File: src/rtl/det_counter.sv
// det_counter: edge-triggered BCD detection counter with sticky overflow and muxed 7-segment display
module det_counter #(
  parameter int REFRESH_BITS = 4
) (
  input  logic       clk,
  input  logic       reset,
  input  logic       det,
  input  logic       en,
  input  logic       clr,
  output logic [3:0] ones,
  output logic [3:0] tens,
  output logic       ovf,
  output logic       det_pulse,
  output logic [6:0] seg,
  output logic [1:0] an
);
  logic                    det_q;
  logic [REFRESH_BITS-1:0] refresh;
  logic                    inc;
  logic                    sel;
  logic                    blank;
  logic [3:0]              digit;

  function automatic logic [6:0] pattern(input logic [3:0] d);
    case (d)
      4'd0:    pattern = 7'b1000000;
      4'd1:    pattern = 7'b1111001;
      4'd2:    pattern = 7'b0100100;
      4'd3:    pattern = 7'b0110000;
      4'd4:    pattern = 7'b0011001;
      4'd5:    pattern = 7'b0010010;
      4'd6:    pattern = 7'b0000010;
      4'd7:    pattern = 7'b1111000;
      4'd8:    pattern = 7'b0000000;
      4'd9:    pattern = 7'b0010000;
      default: pattern = 7'b1111111;
    endcase
  endfunction

  assign inc = det & ~det_q & en & ~clr;

  // Edge history and refresh run every cycle; clr beats a simultaneous rise and drops it
  always_ff @(posedge clk or posedge reset) begin
    if (reset) begin
      det_q     <= 1'b0;
      refresh   <= '0;
      ones      <= 4'd0;
      tens      <= 4'd0;
      ovf       <= 1'b0;
      det_pulse <= 1'b0;
    end else begin
      det_q   <= det;
      refresh <= refresh + 1'b1;
      if (clr) begin
        ones      <= 4'd0;
        tens      <= 4'd0;
        ovf       <= 1'b0;
        det_pulse <= 1'b0;
      end else begin
        det_pulse <= inc;
        if (inc) begin
          ones <= (ones == 4'd9) ? 4'd0 : ones + 4'd1;
          tens <= (ones == 4'd9) ? ((tens == 4'd9) ? 4'd0 : tens + 4'd1) : tens;
          ovf  <= ovf | ((ones == 4'd9) && (tens == 4'd9));
        end
      end
    end
  end

  // Display mux driven only by registered state; a zero tens digit is blanked
  always_comb begin
    sel   = refresh[REFRESH_BITS-1];
    blank = sel && (tens == 4'd0);
    digit = sel ? tens : ones;
    an    = blank ? 2'b11 : (sel ? 2'b01 : 2'b10);
    seg   = blank ? 7'b1111111 : pattern(digit);
  end
endmodule
File: config.mk
export PLATFORM = sky130hd
export DESIGN_NAME = det_counter
export DESIGN_NICKNAME = d
export VERILOG_FILES = /design/src/rtl/det_counter.sv
export SDC_FILE = /design/constraint.sdc
export NUM_CORES = 1
export LEC_CHECK = 0
export ABC_AREA = 1
export CORE_ASPECT_RATIO = 1.5
export CORE_UTILIZATION = 52
export CTS_BUF_LIST = sky130_fd_sc_hd__clkbuf_8
export DETAILED_ROUTE_END_ITERATION = 10
export PLACE_DENSITY = 0.85
export RECOVER_POWER = 100
export SLEW_MARGIN = 20
export SYNTH_ARGS = -nofsm -noshare
export SYNTH_HDL_FRONTEND = slang
export SYNTH_SLANG_ARGS = --single-unit
File: constraint.sdc
create_clock -name clk -period 1.71 [get_ports clk]
set_input_delay 0.342 -clock clk [delete_from_list [all_inputs] [get_ports clk]]
set_output_delay 0.342 -clock clk [all_outputs]
set_load 0.005 [all_outputs]
# [Word-level counts from Yosys, hierarchy flattened]
# Memories as Yosys holds them, arrays and structs flattened.
# Index checks and enable logic that the tools add are counted.
[totals] inputBits=5 mem_count=1 reg_bits=15 rom_bits=112 output_inout_bits=19 word_cells=38
[op_classes] n_addsub=3 bitwise=6 reduce_logical=6 n_mux=14 eq_ne=2
[mem_list] memory="(no name shown)" depth=16 width=7 read_ports=1 rd_ports_with_merged_regs=0 wr=0 line="25" text="case (d)"
[op_table] operator="4-bit 2-to-1 mux" n=8
[op_table] operator="4-bit by 1-bit adder with 4-bit output (second input constant)" n=3
[op_table] operator="4-bit == test (second input constant)" n=2
[op_table] operator="7-bit 2-to-1 mux" n=1
[op_table] operator="4-bit logical NOT" n=1
[op_table] operator="2-bit 2-to-1 mux" n=2
[op_table] operator="2-bit nonzero test" n=2
[op_table] operator="1-bit bitwise AND" n=3
[op_table] operator="1-bit 2-to-1 mux" n=3
[op_table] operator="1-bit logical AND" n=2
[op_table] operator="1-bit inverter" n=2
[op_table] operator="2-bit AND reduction" n=1
[op_table] operator="1-bit bitwise OR" n=1

# [Depth between registers and ports, before layout]
# Gate-level depths: netlist (run 1).
[depth] depth_word=6 mapped_depth=9

# [Least setup slack after synthesis (run 1)]
# Ideal clock, no wire load.
[synth_timing] kind="reg-to-output" from="register refresh[3]" to="output seg[5]" arrival_ps=1277 path_stages_with_launch=8 setup_slack_ps=91 path_cell_list="dfrtp_1 -> buf_6 -> o21ai_2 -> inv_1 -> ha_1 -> nand3b_1 -> nand3_1 -> nand3_1"
[synth_via] elab_chain_cells=3 word_cells_on_any_way=4
[synth_lines] item="start: declaration" line="18" text="logic [REFRESH_BITS-1:0] refresh;"
[synth_lines] item="start signal: assignment" line="53" text="refresh <= refresh + 1'b1;"
[synth_lines] item="4-bit 2-to-1 mux" line="74" text="digit = sel ? tens : ones;"
[synth_lines] item="memory read 16 x 7 bit"
[synth_lines] item="7-bit 2-to-1 mux *" line="76" text="seg = blank ? 7'b1111111 : pattern(digit);"
[synth_lines] item="end: declaration" line="14" text="output logic [6:0] seg,"
# Mark *: on every way between the ends. The rest lies on a longest branch, timed or not.

# [Final worst setup path (run 1)]
[layout_timing] from="register refresh[3]" to="output seg[6]"
# The elaborated chain is that of the path after synthesis.

==> results of run 1 <==
[where the power goes]
group          internal, mW  switching (mW)  total, mW
sequential            0.373          0.0205      0.393
clock                 0.161           0.125      0.287
combinational         0.208           0.201      0.409
total                 0.742           0.347       1.09
[cells by family (layout without fill, tap and decap cells)]
group	after synthesis	after routing
AND/OR/NAND/NOR	73	73
buffers and inverters	21	76
flip-flops	15	15
AO/OA/AOI/OAI	13	13
adder cells (fa/ha/maj)	11	11
XOR/XNOR	2	2
[layout by cell type, fill, tap and decap left out, drive strengths merged]
cell type / n
clkbuf: 4
nand3: 22
clkdlybuf4s50: 11
dlymetal6s2s: 1
buf: 37
clkdlybuf4s15: 1
dlygate4sd3: 2
o21ai: 10
dfrtp: 15
a21oi: 3
nand2: 39
nand4: 3
xor2: 2
ha: 11
inv: 19
nand3b: 2
clkinv: 1
nor2: 7
[sequential cells by signal, summed over array words and instances (netlist names)]
| name | cells |
|---|---|
| det_pulse | 1 |
| det_q | 1 |
| ones | 4 |
| ovf | 1 |
| refresh | 4 |
| tens | 4 |
[per-stage QoR]
step	cells	setup TNS, ns	hold WS (ns)
floorplan	135	0	0.243
global placement	196	-2.30	0.435
detailed placement	196	-2.71	0.447
CTS	210	-1.70	0.466
global route	211	-2.47	0.480
finish	211	-2.20	0.464
[critical path: stages, from the launching register on]
cell     delay [ns]
dfrtp_2        0.47
buf_6          0.15
nand2_4        0.09
nand2_8        0.07
buf_6          0.13
o21ai_4        0.19
buf_6          0.14
nand3_2        0.06
buf_2          0.13
[worst min path at each step]
stage | start | slack [ns] | cells past startpoint | to
3_5_place_dp | refresh[0] | 0.45 | 1 | refresh[0]
2_1_floorplan | reset | 0.24 | 1 | det_pulse
4_1_cts | refresh[0] | 0.47 | 1 | refresh[0]
5_1_grt | refresh[0] | 0.48 | 1 | refresh[0]
6_report | refresh[0] | 0.46 | 1 | refresh[0]
3_3_place_gp | refresh[0] | 0.44 | 1 | refresh[0]
[area by class of cell]
type,count,area share
well taps,21,0.0149
repair buffers,53,0.261
inverters,19,0.0420
clock buffers,3,0.0235
flip-flops and latches,15,0.214
clock inverters,1,0.00285
multi-input cells,99,0.441
[routing by layer]
metal  vias to the layer above  routed length [um]  track usage
met3                        32                 199       0.0345
met4                         0                 304        0.222
met1                       570                1320        0.335
met5                         -                   0            0
li1                        547                   -            -
met2                        66                2080        0.662
[repair_timing]
| item | in CTS | in global routing |
|---|---|---|
| gates resized for setup | 64 | 17 |
| pin swaps | 15 | 9 |
| setup buffers | 11 | 1 |
| cloned | 0 | 0 |
| setup endpoints to repair | 9 | 11 |
==> metrics.md, run 1 <==
| Metric | Value |
|---|---|
| Post-synthesis net count | `roughly 150` |
| Placeable core area | `0.00190 mm2` |
| Number of iterations in the first detailed-routing pass | `4` |
| First DRT Iteration DRCs | `41` |
| Initial cell density of the core | `0.573` |
| Number of nets at the end of the flow | `around 210` |
| Worst path arrival time | `1.70 ns` |
| Path category of the worst min-delay check | `register to register` |
| RSZ-0062 raised after global routing | `yes` |
| Startpoint type of the worst setup path | `register` |
| Final Instance Area | `~0.0018 mm2` |
| Total Routed Length | `between 3 and 4 mm` |
| Maximum number of buffers from clock root to sink | `2` |
| # setup viols final | `7` |
| Per-instance average area after synthesis | `around 8.1 um2` |
| Nature of the critical path endpoint | `primary output` |
| Crit path kind | `register to primary output` |
| Smallest setup slack after layout | `-0.327 ns` |
| Most common cell in the synthesized netlist | `nand2_1` |
| Height of the die | `58.1 um` |
| Via density per instance | `roughly 5.8` |
| Startpoint of the worst-slack reg-to-reg timing path | `ones[1]` |
| Outcome | `finished, violations left` |
| Violated checks | `negative setup slack` |
| Simple-gate area share of the yosys netlist | `0.343` |
| PortBufs | `23` |
| Ys Warns | `0` |
| IO Count | `24` |
| Total count of max-transition violations in the final report | `0` |
| Post-route clock skew | `0.00177 ns` |
| Mux contribution to synthesized area | `0` |
| Vias in the first global route | `1236` |
| Number of vias after detailed routing | `1215` |
| Clock Pin Slew Worst Setup and Hold Paths | `approximately 0.060 ns` |
| Share of cells above drive strength 1 | `0.479` |
| Highest ir drop seen on vdd | `0.000661 V` |
| Total leakage power | `~0.92 nW` |
| Sequential cell area in the final layout | `377 um2` |
| Antenna Nets Post-Route | `0` |
| Fraction of synthesis flops using an asynchronous set or reset pin | `1.00` |
| Clock tree from TritonCTS | `yes` |
| Top area cells in the synthesized netlist | `dfrtp_1 (34%), ha_1 (13%), nand2_1 (10%)` |
| Number of distinct library cells after synthesis | `20` |
| Area added between synthesis and finish | `61.3%` |
| Total power per unit cell area | `619 mW/mm2` |
| # hold bufs at CTS | `0` |
| Count of maximum capacitance violations | `0` |
| Top achievable clock speed | `slightly below 500 MHz` |
| Area share of the largest cell type after synthesis | `0.344` |
| Sink Count | `15` |
| Max FO, Critical Path | `6` |
| X dimension of the die | `just under 40 um` |
| Total track usage | `0.353` |
| Routability Congestion | `0.821` |
| Most used flip-flop cell after synthesis | `dfrtp_1` |
| H-tree levels | `1` |
| Clock root buffer | `clkbuf_8` |
| Transition at the pin with the smallest max-transition slack | `0.572 ns` |
| Worst R2R Path Depth | `8` |
| Die area | `0.00229 mm2` |
| Maximum number of pins on one net before global-route repair | `16` |
| Global route total overflow | `0` |
| Timing startpoint of the critical path | `refresh[3]` |
| Diode count | `0` |
| Post-synth top area cell | `dfrtp_1` |
| Multi-input gate area in the final layout | `776 um2` |
| Area share of xor/xnor cells in the synthesized design | `0.0161` |
| Slew Limit Headroom | `0.618` |
| Top post-synthesis cells by count | `nand2_1 (30), nand3_1 (20), dfrtp_1 (15)` |
| Post-synthesis compound-gate area fraction | `0.0907` |
| Final core occ | `0.924` |
| Hold violation count in the final report | `0` |
| Capture point of the critical path | `seg[6]` |
| Terminus of the critical flop-to-flop path | `tens[2]` |
| Combinational family with the most area after synthesis | `simple AND/OR/NAND/NOR gates` |
| Critical path required time | `between 1 and 1.5 ns` |
| Average detailed-routed wire length per instance | `18.5 um` |
| Clock latency at the later pin of the worst-skew pair | `0.25 ns` |
| Flop and latch count out of synthesis | `15` |
| Number of buffers inserted during clock tree synthesis | `3` |
| Final critical-path required period | `2.04 ns` |
| Cell count after synthesis | `135` |
| Post-Place Setup Slack | `-0.421 ns` |
| DRC violation count after routing | `0` |
| Dpl cell area | `0.00147 mm2` |
| Number of flops mapped to enable cells by yosys | `0` |
| Row count | `19` |
| Part of the Yosys area used for sequential elements | `0.344` |
| Total power | `between 1 and 1.5 mW` |
| Final clock period utilization by the worst path | `1.19` |
| Reg-to-reg setup timing slack | `between 0.2 and 0.25 ns` |
| Count of filler cells inserted in the layout | `72` |
| Sum of net half-perimeters after detailed placement | `approximately 2.0 mm` |
| Synthesized-area fraction occupied by adder cells | `0.126` |
| First-pass GRT wire length | `5.51 mm` |
| Antenna violations before repair | `0` |
| Syn Std Cell Area | `0.00109 mm2` |
No activity file was read; power rests on OpenSTA's default activity.
==> run 2: changes to the inputs <==
ABC_AREA = default   (was 1)
CORE_UTILIZATION = 51   (was 52)
CTS_CLUSTER_SIZE = 28   (was default)
PLACE_DENSITY = 0.84   (was 0.85)
==> run 2 against run 1 <==
- the run still ends with negative setup slack left
- largest power group is now registers
- design area shrank 0.78%
- sequential share of layout area up 0.24 points
- synthesized area shrank 6.2%
- first-iteration DRC count is 83% higher
==> metrics.md, run 2 <==
| Metric | Value |
|---|---|
| Count of filler cells inserted in the layout | `62 (-14%)` |
| Transition at the pin with the smallest max-transition slack | `0.577 ns (+0.00459 ns)` |
| Diode count | `0 (unchanged)` |
| Vias in the first global route | `1287 (+4.1%)` |
| Total leakage power | `0.792 nW (-14%)` |
| # setup viols final | `8 (+1)` |
| Post-Place Setup Slack | `-0.686 ns (-0.265 ns)` |
| Crit path kind | `register to primary output` |
| Final clock period utilization by the worst path | `1.30 (+0.106)` |
| Outcome | `finished, violations left` |
| Maximum number of pins on one net before global-route repair | `16 (unchanged)` |
| First DRT Iteration DRCs | `75 (+83%)` |
| Part of the Yosys area used for sequential elements | `0.367 (+0.0228)` |
| DRC violation count after routing | `0 (unchanged)` |
| Count of buffering cells on the critical path with inverters included | `2 (-2)` |
| Placeable core area | `0.00185 mm2 (-2.5%)` |
| Total count of max-transition violations in the final report | `0 (unchanged)` |
| Largest registers | `ones (4), refresh (4), tens (4)` |
| Startpoint type of the worst setup path | `register` |
| Total power | `745 uW (-32%)` |
| Most used flip-flop cell after synthesis | `dfrtp_1` |
| Syn Std Cell Area | `0.00102 mm2 (-6.2%)` |
| Critical path required time | `1.37 ns (about the same)` |
| Sum of net half-perimeters after detailed placement | `2.08 mm (+4.4%)` |
| Cell family contributing the most delay on the critical path | `multiplexers` |
| Commonest non-fill, non-tap cells in the layout | `buf_4 (28), dfrtp_1 (13), clkdlybuf4s50_1 (13), a21oi_1 (10), buf_6 (9)` |
| Total Routed Length | `4.47 mm (+15%)` |
| Path category of the worst min-delay check | `primary input to async pin` |
| Number of distinct library cells after synthesis | `31 (+55%)` |
| Post-synthesis net count | `126 (-17%)` |
| Top post-synthesis cells by count | `dfrtp_1 (15), a21oi_1 (13), ha_1 (11), inv_1 (11)` |
| Cell chain of the critical path | `mux2_4 > buf_6 > ha_4 > mux2_2 > a32oi_1 > buf_2` |
| First-pass GRT wire length | `5.83 mm (+5.8%)` |
| PortBufs | `23 (unchanged)` |
| Hold violation count in the final report | `0 (unchanged)` |
| Nature of the critical path endpoint | `primary output` |
| Cell count after synthesis | `110 (-19%)` |
| Delay of the slowest cell on the worst path | `0.45 ns (-0.02 ns)` |
| Average detailed-routed wire length per instance | `23.4 um (+27%)` |
| Sink Count | `15 (unchanged)` |
| Top achievable clock speed | `451 MHz (-8.2%)` |
| Maximum number of buffers from clock root to sink | `2 (unchanged)` |
| Top area cells in the synthesized netlist | `dfrtp_1 (37%), ha_1 (13%), a21oi_1 (6.4%)` |
| Global route total overflow | `0 (unchanged)` |
| Final critical-path required period | `2.22 ns (+0.182 ns)` |
| Most common cell in the synthesized netlist | `dfrtp_1` |
| Slew Limit Headroom | `0.615 (-0.00307)` |
| Total track usage | `0.386 (+0.0332)` |
| Multi-input gate area in the final layout | `741 um2 (-4.5%)` |
| H-tree levels | `1 (unchanged)` |
| Clock tree from TritonCTS | `yes` |
| Number of flops mapped to enable cells by yosys | `0 (unchanged)` |
| Fraction of synthesis flops using an asynchronous set or reset pin | `1.00 (unchanged)` |
| Setup total negative slack | `-3.27 ns (-1.07 ns)` |
| Initial cell density of the core | `0.551 (-0.0217)` |
| Per-instance average area after synthesis | `9.29 um2 (+15%)` |
| Smallest setup slack after layout | `-0.509 ns (-0.182 ns)` |
| Most common cell after layout, fill and taps aside | `buf_4` |
| Area share of the largest cell type after synthesis | `0.367 (+0.0228)` |
| Violated checks | `negative setup slack` |
| Die area | `0.00219 mm2 (-4.2%)` |
| Clock Pin Slew Worst Setup and Hold Paths | `0.06 ns (about the same)` |
| Row count | `19 (unchanged)` |
| Clock root buffer | `clkbuf_8` |
| Cell with the largest stage delay on the worst path | `dfrtp_2` |
| Number of buffers inserted during clock tree synthesis | `3 (unchanged)` |
| Highest ir drop seen on vdd | `0.000576 V (-13%)` |
| Share of cells above drive strength 1 | `0.447 (-0.0319)` |
| RSZ-0062 raised after global routing | `yes` |
| Area added between synthesis and finish | `70.6%` |
| Antenna violations before repair | `0 (unchanged)` |
| Count of maximum capacitance violations | `0 (unchanged)` |
| Max FO, Critical Path | `5 (-1)` |
| Clock latency at the later pin of the worst-skew pair | `0.25 ns (about the same)` |
| # hold bufs at CTS | `0 (unchanged)` |
| Number of iterations in the first detailed-routing pass | `4 (unchanged)` |
| Height of the die | `56.8 um (-2.1%)` |
| Sequential cell area in the final layout | `378 um2 (+0.33%)` |
| Post-synth top area cell | `dfrtp_1` |
| Ys Warns | `0 (unchanged)` |
| Via density per instance | `6.54 (+14%)` |
| Antenna Nets Post-Route | `0 (unchanged)` |
| Post-route clock skew | `0.000853 ns (-0.000917 ns)` |
| Number of vias after detailed routing | `1249 (+2.8%)` |
| Total power per unit cell area | `427 mW/mm2 (-31%)` |
| Routability Congestion | `0.725 (-12%)` |
| X dimension of the die | `38.6 um (-2.1%)` |
| Number of nets at the end of the flow | `187 (-9.7%)` |
| IO Count | `24 (unchanged)` |
| Worst path arrival time | `1.88 ns (+0.18 ns)` |
| Flop and latch count out of synthesis | `15 (unchanged)` |
==> run 2: cell count changes in the layout (fill, tap and decap cells not counted), moves of 4 or more <==
| cell | change |
|---|---|
| inv_2 | -8 |
| nand2_4 | -5 |
| nand3_1 | -6 |
| or3_1 | +4 |
| nand2_2 | -7 |
| nand2_1 | -21 |
| o21ai_4 | -4 |
| buf_4 | +9 |
| a21oi_1 | +8 |
| nand3_2 | -11 |
==> run 2: per-stage QoR <==
stage | instances | utilization | area, um2 | hold slack (ns)
after floorplan | 110 | - | 1050 | 0.243
after CTS | 189 | 0.902 | 1670 | 0.452
after detailed placement | 173 | 0.785 | 1460 | 0.445
final | 191 | 0.941 | 1740 | 0.469
after global routing | 191 | 0.941 | 1740 | 0.513
after global placement | 173 | 0.785 | 1460 | 0.435
==> run 2: worst reg2reg max path, cell delays in order, from the launching register on <==
cell and delay [ns]:
dfrtp_1 0.36, buf_4 0.15, inv_4 0.05, buf_4 0.13, ha_1 0.21, nand3b_1 0.20
buf_4 0.15, nand4_1 0.13, a21oi_1 0.28
==> run 2: cells by family (layout without fill, tap and decap cells) <==
| family | count (synthesis) | in the layout | synth area share |
|---|---|---|---|
| AO/OA/AOI/OAI | 27 | 27 | 0.157 |
| XOR/XNOR | 3 | 3 | 0.0257 |
| adder cells (fa/ha/maj) | 11 | 11 | 0.135 |
| buffers and inverters | 16 | 75 | 0.0673 |
| flip-flops | 15 | 15 | 0.367 |
| multiplexers | 8 | 9 | 0.0832 |
| AND/OR/NAND/NOR | 30 | 30 | 0.165 |
==> run 2: layer usage <==
| layer | share of wire | GRT usage | routed length, um |
|---|---|---|---|
| met5 | 0 | 0 | 0 |
| met4 | 0.079 | 0.232 | 351 |
| met3 | 0.066 | 0.0277 | 295 |
| met2 | 0.52 | 0.714 | 2330 |
| met1 | 0.33 | 0.378 | 1490 |
==> run 2: final cells by class <==
type,instances,share of cell area
Clock buffer,3,0.0237
Clock inverter,1,0.00215
Inverter,11,0.0308
Multi-Input combinational cell,80,0.425
Sequential cell,15,0.217
Tap cell,21,0.0151
Timing Repair Buffer,60,0.287
==> run 2: worst paths after layout <==
path / slack [ns] / cells past startpoint / from / end
min in group clk: 0.49 / 1 / refresh[0] / refresh[0]
hold / removal: 0.47 / 2 / reset / refresh[1]
max in group asynchronous: 0.83 / 2 / reset / refresh[3]
hold reg to reg: 0.49 / 1 / refresh[0] / refresh[0]
setup reg to reg: -0.05 / 8 / tens[1] / tens[0]
setup / recovery: -0.51 / 6 / refresh[3] / seg[4]
==> run 2: repair_timing <==
action | 4_1_cts | 5_1_grt
buffers inserted | 12 | 2
resized for setup | 59 | 19
cloned | 1 | 0
setup endpoints to repair | 10 | 11
pin swaps | 5 | 3
==> run 2: where the power goes <==
part	internal [mW]	switching, mW
Clock	0.159	0.124
Sequential	0.358	0.00242
Combinational	0.0491	0.0520
Total	0.566	0.178
